File: src/rtl/cb_slave_mem.sv
// rtl/cb_slave_mem.sv - crossbar slave word memory with programmable wait states; optional CB_SLAVE_MEM_STATS_EN access counters
`timescale 1ns/1ps
module cb_slave_mem #(
    parameter int          DEPTH       = 16,
    parameter int          WAIT_CYCLES = 2,
    parameter logic [31:0] INIT_VAL    = 32'h0000_0000
) (
    input  logic        clk,
    input  logic        arst,
    input  logic        i_cb_s_req,
    input  logic        i_cb_s_cmd,
    input  logic [31:0] i_cb_s_addr,
    input  logic [31:0] i_cb_s_wdata,
    output logic        o_s_cb_ack,
    output logic [31:0] o_s_cb_rdata
`ifdef CB_SLAVE_MEM_STATS_EN
    ,
    output logic [15:0] o_rd_cnt,
    output logic [15:0] o_wr_cnt
`endif
);

    localparam int         AW       = $clog2(DEPTH);
    localparam logic [3:0] CNT_LOAD = (WAIT_CYCLES > 0) ? 4'(WAIT_CYCLES - 1) : 4'd0;

    typedef enum logic [1:0] {
        ST_IDLE,
        ST_WAIT,
        ST_ACK
    } state_t;

    state_t          state_q;
    state_t          state_d;
    logic [3:0]      cnt_q;
    logic            cmd_q;
    logic [AW-1:0]   idx_q;
    logic [31:0]     wdata_q;
    logic [31:0]     mem [DEPTH];

    logic            cur_cmd;
    logic [AW-1:0]   cur_idx;
    logic [31:0]     cur_wdata;

    logic            unused_addr_bits;
    assign unused_addr_bits = ^{i_cb_s_addr[31:AW+2], i_cb_s_addr[1:0]};

    always_comb begin
        state_d = state_q;
        case (state_q)
            ST_IDLE: begin
                if (i_cb_s_req) begin
                    state_d = (WAIT_CYCLES == 0) ? ST_ACK : ST_WAIT;
                end
            end
            ST_WAIT: begin
                if (cnt_q == 4'd0) begin
                    state_d = ST_ACK;
                end
            end
            ST_ACK:  state_d = ST_IDLE;
            default: state_d = ST_IDLE;
        endcase
    end

    // With zero wait states the access commits on the capture edge itself, so use the live inputs.
    always_comb begin
        cur_cmd   = cmd_q;
        cur_idx   = idx_q;
        cur_wdata = wdata_q;
        if (state_q == ST_IDLE) begin
            cur_cmd   = i_cb_s_cmd;
            cur_idx   = i_cb_s_addr[AW+1:2];
            cur_wdata = i_cb_s_wdata;
        end
    end

    always_ff @(posedge clk) begin
        if (!arst) begin
            state_q      <= ST_IDLE;
            cnt_q        <= 4'd0;
            cmd_q        <= 1'b0;
            idx_q        <= '0;
            wdata_q      <= 32'd0;
            o_s_cb_ack   <= 1'b0;
            o_s_cb_rdata <= 32'd0;
            for (int i = 0; i < DEPTH; i++) begin
                mem[i] <= INIT_VAL;
            end
`ifdef CB_SLAVE_MEM_STATS_EN
            o_rd_cnt     <= 16'd0;
            o_wr_cnt     <= 16'd0;
`endif
        end else begin
            state_q      <= state_d;
            o_s_cb_ack   <= (state_d == ST_ACK);
            o_s_cb_rdata <= 32'd0;

            if (state_q == ST_IDLE && i_cb_s_req) begin
                cmd_q   <= i_cb_s_cmd;
                idx_q   <= i_cb_s_addr[AW+1:2];
                wdata_q <= i_cb_s_wdata;
                cnt_q   <= CNT_LOAD;
            end else if (state_q == ST_WAIT && cnt_q != 4'd0) begin
                cnt_q <= cnt_q - 4'd1;
            end

            if (state_d == ST_ACK) begin
                if (cur_cmd) begin
                    mem[cur_idx] <= cur_wdata;
`ifdef CB_SLAVE_MEM_STATS_EN
                    if (o_wr_cnt != 16'hFFFF) o_wr_cnt <= o_wr_cnt + 16'd1;
`endif
                end else begin
                    o_s_cb_rdata <= mem[cur_idx];
`ifdef CB_SLAVE_MEM_STATS_EN
                    if (o_rd_cnt != 16'hFFFF) o_rd_cnt <= o_rd_cnt + 16'd1;
`endif
                end
            end
        end
    end

endmodule

File: config.mk
export PLATFORM = sky130hd
export DESIGN_NAME = cb_slave_mem
export DESIGN_NICKNAME = d
export VERILOG_FILES = /design/src/rtl/cb_slave_mem.sv
export SDC_FILE = /design/constraint.sdc
export NUM_CORES = 1
export LEC_CHECK = 0
export BUFFER_PORTS_ARGS = -buffer_cell sky130_fd_sc_hd__buf_2
export CAP_MARGIN = 25
export CORE_MARGIN = 2
export CORE_UTILIZATION = 44
export CTS_CLUSTER_DIAMETER = 30
export CTS_CLUSTER_SIZE = 10
export DETAILED_ROUTE_END_ITERATION = 10
export REMOVE_ABC_BUFFERS = 1
export SYNTH_ARGS = -nofsm -noshare
export SYNTH_HDL_FRONTEND = slang
export SYNTH_SLANG_ARGS = --single-unit
File: constraint.sdc
create_clock -name clk -period 5.9 [get_ports clk]
set_clock_uncertainty 0.15 [all_clocks]
set_input_delay 0.295 -clock clk [delete_from_list [all_inputs] [get_ports clk]]
set_output_delay 0.295 -clock clk [all_outputs]
set_load 0.02 [all_outputs]
### Word level (Yosys, flattened, before mapping)

Memories as Yosys holds them, arrays and structs flattened. A register that Yosys moved wholly into a read port is not among the register bits.
Index checks and enable logic that the tools add are counted.

| word-level totals | value |
|---|---|
| register bits after elaboration | 44 |
| memory bits (writable) | 512 |
| input bits | 68 |
| memories kept | 1 |

Memories:

| name | depth | width | read ports | clocked after Yosys merged registers in | write ports | RTL line | text |
|---|---|---|---|---|---|---|---|
| mem | 16 | 32 | 1 | 1 | 16 | 38 | `logic [31:0] mem [DEPTH];` |

| cells by class | value |
|---|---|
| add/sub/neg operators | 1 |
| eq/ne operators | 2 |
| mux-type cells | 16 |
| bitwise logic cells | 2 |
| reductions and logical operators | 9 |

Operators with widths:

| kind | count |
|---|---|
| two-way mux 32 bit | 2 |
| OR reduction 32 bit | 1 |
| two-way mux 1 bit | 9 |
| two-way mux 4 bit | 2 |
| zero test 4 bit | 1 |
| two-way mux 2 bit | 2 |
| one-hot mux 2 bit (2 select lines) | 1 |
| nonzero test 4 bit | 1 |
| subtractor 4 x 1 -> 4 bit (second input constant) | 1 |
| OR reduction 3 bit | 1 |
| equality test 2 x 1 -> 1 bit (second input constant) | 1 |
| equality test 2 bit (second input constant) | 1 |
| logical AND 1 bit | 2 |
| zero test 2 bit | 1 |
| inverter 1 bit | 2 |
| nonzero test 2 bit | 1 |
| OR reduction 2 bit | 1 |

### Depth between registers and ports, before layout

| logic depth | value |
|---|---|
| word-level depth | 9 |
| mapped depth | 8 |

### Least setup slack after synthesis

No wires, ideal clock.

| timing path | value |
|---|---|
| kind | register to register |
| from | register cnt_q[0] |
| to | memory mem[6][0], enable pin |
| setup time | 0.389 ns |
| arrival time | 2.376 ns |
| slack | 2.985 ns |
| stages on the path, launching flop included | 9 |
| path buffers | 1 |
| clock period less this slack | 2.915 ns |
| cells stage by stage | dfxtp_1 -> inv_1 -> ha_1 -> nor3b_1 -> o2111ai_1 -> nor2_1 -> nand2_1 -> clkbuf_1 -> nand2_1 |

RTL lines:

| item | RTL line | text |
|---|---|---|
| from (decl) | 34 | `logic [3:0] cnt_q;` |
| from (signal assigned) | 104 | `cnt_q <= cnt_q - 4'd1;` |
| to (decl) | 38 |  |

==> results.toml <==
[critical_path]
cp-start-kind = "register"
critPathKind = "register to register"
critPathRequiredTime_ps = 6010
worstRegToRegCells = 5
r2r_end = "mem[1][10]$_SDFFCE_PN0P_"
crit_arrival_ps = 4160
rrSetupSlack_ps = 1850
path_max_fanout = 33
r2r-start = "state_q[0]$_SDFF_PN0_"
cp-end-kind = "register"

[timing]
fin_crit_ps = 4050
drv_slew = 0
finalHoldViolCount = 0
tightest_slew_ps = 1040
rsz0062_at_grt = "no"
final.setup.tns_ps = 0
setup_viol = 0
relSlewSlack_pct = 30.9
layout_setup_ws_ps = 1850
finalCritPeriodShare_pct = 68.6
fmax_mhz = 247
worst_hold_slack_ps = 84.1

[synth]
synth-edff-count = 512
synth_cell_types = 42
yosys_warnings = 0
syn_avg_cell_area_um2 = 12.6
synth_flop_cell = "edfxtp_1"
ys_ff_latch = 588
syn-cell-area_mm2 = 0.0242
synth_cells = 1917
synth_async_sr_flop_share_pct = 0
seq_area_frac_synth_pct = 69.8

[placed_design]
place_ws_ps = 1920
gp_congestion = 0.748
place_area_mm2 = 0.0255
io_buffers = 72
place_hpwl_um = 34600

[die]
die_x_um = 239
dieArea_mm2 = 0.0569
die_h_um = 239
start_util_pct = 44.7
num_io_pins = 101
core-area_mm2 = 0.0541
rows = 85

[layout]
drive_gt1_share_pct = 19.1
antenna_cells = 0
area_growth_pct = 25.0
design_area_mm2 = 0.0303
nets = 2126

[pwr]
power_mw = 12.6
power_density_mw_per_mm2 = 418
cellLeakagePower_nw = 10.8
ir_worst_vdd_uv = 272

[drt]
drtIter0Drc = 1865
wirelength_um = 68200
drc_errors = 0
wl_per_cell_um = 23.9
routed_via_density = 5.79
antenna_left = 0
first_pass_iters = 5
vias = 16533

[cts]
clock_latency_ps = 650
postCtsSetupRepairBufs = 0
cts_max_level = 3
cts_tree = "done"
clkTransAtPathRegs_ps = 50
cts_root_buffer = "clkbuf_16"
cts_resized = 0
clock-sinks = 588
cts_buffers = 118
cts_buffer_depth = 3

[worst_hold_path]
hold_path_end = "wdata_q[18]$_SDFFE_PN0P_"
min_path_cells = 5
hp-start = "i_cb_s_req"
hp-class = "input pin to register"

[global_routing]
grt_pass1_wl_um = 103000
grt_usage_pct = 24.4
grt_max_degree = 77
grt_pass1_vias = 16957
antenna_found_initial = 0
gr-total-overflow = 0

[run]
drv_cap = 0

[run_status]
status = "finished, final reports clean"
## kinds of logic (layout without fill, tap and decap cells)
family / count (synthesis) / in the layout / synth area share, %
XOR/XNOR: 3 / 3 / 0.109
buffers and inverters: 176 / 420 / 3.36
adder cells (fa/ha/maj): 1 / 1 / 0.0517
AO/OA/AOI/OAI: 467 / 467 / 14.9
AND/OR/NAND/NOR: 650 / 650 / 10.4
multiplexers: 32 / 32 / 1.32
flip-flops: 588 / 588 / 69.8
## stage by stage
step / utilization (%) / instances
after floorplan: - / 1745
after global placement: 46.7 / 2568
after detailed placement: 47.2 / 2592
after CTS: 55.7 / 2853
after global routing: 55.9 / 2857
final: 55.9 / 2857
## how the worst max path moves through the flow
stage | endpoint | cells after the start | slack (ps) | startpoint
floorplan | mem[0][0]$_SDFFCE_PN0P_ | 4 | -3170 | state_q[1]$_SDFF_PN0_
global placement | mem[1][22]$_SDFFCE_PN0P_ | 5 | 2030 | state_q[1]$_SDFF_PN0_
detailed placement | mem[1][31]$_SDFFCE_PN0P_ | 5 | 1920 | state_q[1]$_SDFF_PN0_
CTS | mem[1][12]$_SDFFCE_PN0P_ | 5 | 1890 | state_q[1]$_SDFF_PN0_
global route | mem[1][8]$_SDFFCE_PN0P_ | 5 | 1640 | state_q[1]$_SDFF_PN0_
finish | mem[1][10]$_SDFFCE_PN0P_ | 5 | 1850 | state_q[0]$_SDFF_PN0_
## sequential cells by signal, summed over array words and instances, names as in the netlist
signal,count
cnt_q,4
o_s_cb_rdata,32
mem,512
state_q,2
wdata_q,32
idx_q,4
cmd_q,1
o_s_cb_ack,1
## metal layers
layer	wire length (um)	part of all wire, %	GRT usage (%)
met5	0	0	0
met1	28600	42	33.1
met4	1420	2.1	7.29
met2	32000	47	39.2
met3	6140	9.0	5.97
## cells in the mapped netlist, types with 8 or more instances
| cell type | count | share of area [%] |
|---|---|---|
| buf_2 | 62 | 1.3 |
| a22oi_1 | 256 | 7.9 |
| buf_4 | 12 | 0.37 |
| a41oi_1 | 24 | 0.87 |
| mux2i_1 | 32 | 1.3 |
| nor2_1 | 519 | 8.0 |
| nand2_1 | 107 | 1.7 |
| a21boi_0 | 38 | 1.2 |
| a41oi_2 | 8 | 0.54 |
| dfxtp_1 | 76 | 6.3 |
| clkbuf_1 | 92 | 1.4 |
| edfxtp_1 | 512 | 64 |
| a21o_1 | 128 | 4.0 |
## area by class of cell
type,count,area [um2]
fillers,4402,23900
well taps,696,871
inverters,4,15.0
clock buffers,138,3180
repair buffers,192,1550
flip-flops and latches,588,16900
multi-input cells,1153,6670
clock inverters,86,1080
## repair_timing
item | in CTS | in global routing
endpoints found under the setup margin | 0 | 0
hold buffers | 37 | 0
endpoints found under the hold margin | 87 | 0
## power breakdown
part	total [mW]	internal [mW]	leakage, nW	switching, mW
registers	4.72	4.67	5.90	0.0509
clock network	7.02	4.84	2.08	2.18
logic	0.903	0.272	2.86	0.631
## critical path: stages, from the launching register on
cell and delay, ps:
dfxtp_1 590, or2_0 660, a31oi_4 160, nor2_1 360, nand2_2 650, nand2_2 1070
## cells in the final DEF, fill, tap and decap left out, types with 3 or more instances in the layout
cell | netlist | routed
a22oi_1 | 256 | 256
nor2_1 | 519 | 519
o21ai_4 | 0 | 3
nand2_2 | 4 | 33
a21o_1 | 128 | 128
mux2i_1 | 32 | 31
clkinv_1 | 0 | 9
inv_1 | 4 | 4
a41oi_1 | 24 | 24
a31oi_4 | 0 | 4
a41oi_2 | 8 | 8
buf_4 | 12 | 70
inv_6 | 0 | 6
clkinvlp_4 | 0 | 12
dlygate4sd3_1 | 0 | 37
clkinv_4 | 0 | 5
clkinv_2 | 0 | 26
clkbuf_1 | 92 | 10
buf_16 | 0 | 4
edfxtp_1 | 512 | 512
clkbuf_16 | 0 | 123
inv_4 | 0 | 4
nand2_1 | 107 | 78
dfxtp_1 | 76 | 76
bufinv_16 | 0 | 23
clkbuf_8 | 0 | 5
buf_12 | 0 | 9
a21boi_0 | 38 | 38
buf_2 | 62 | 72
(Power assumes the default switching activity.)
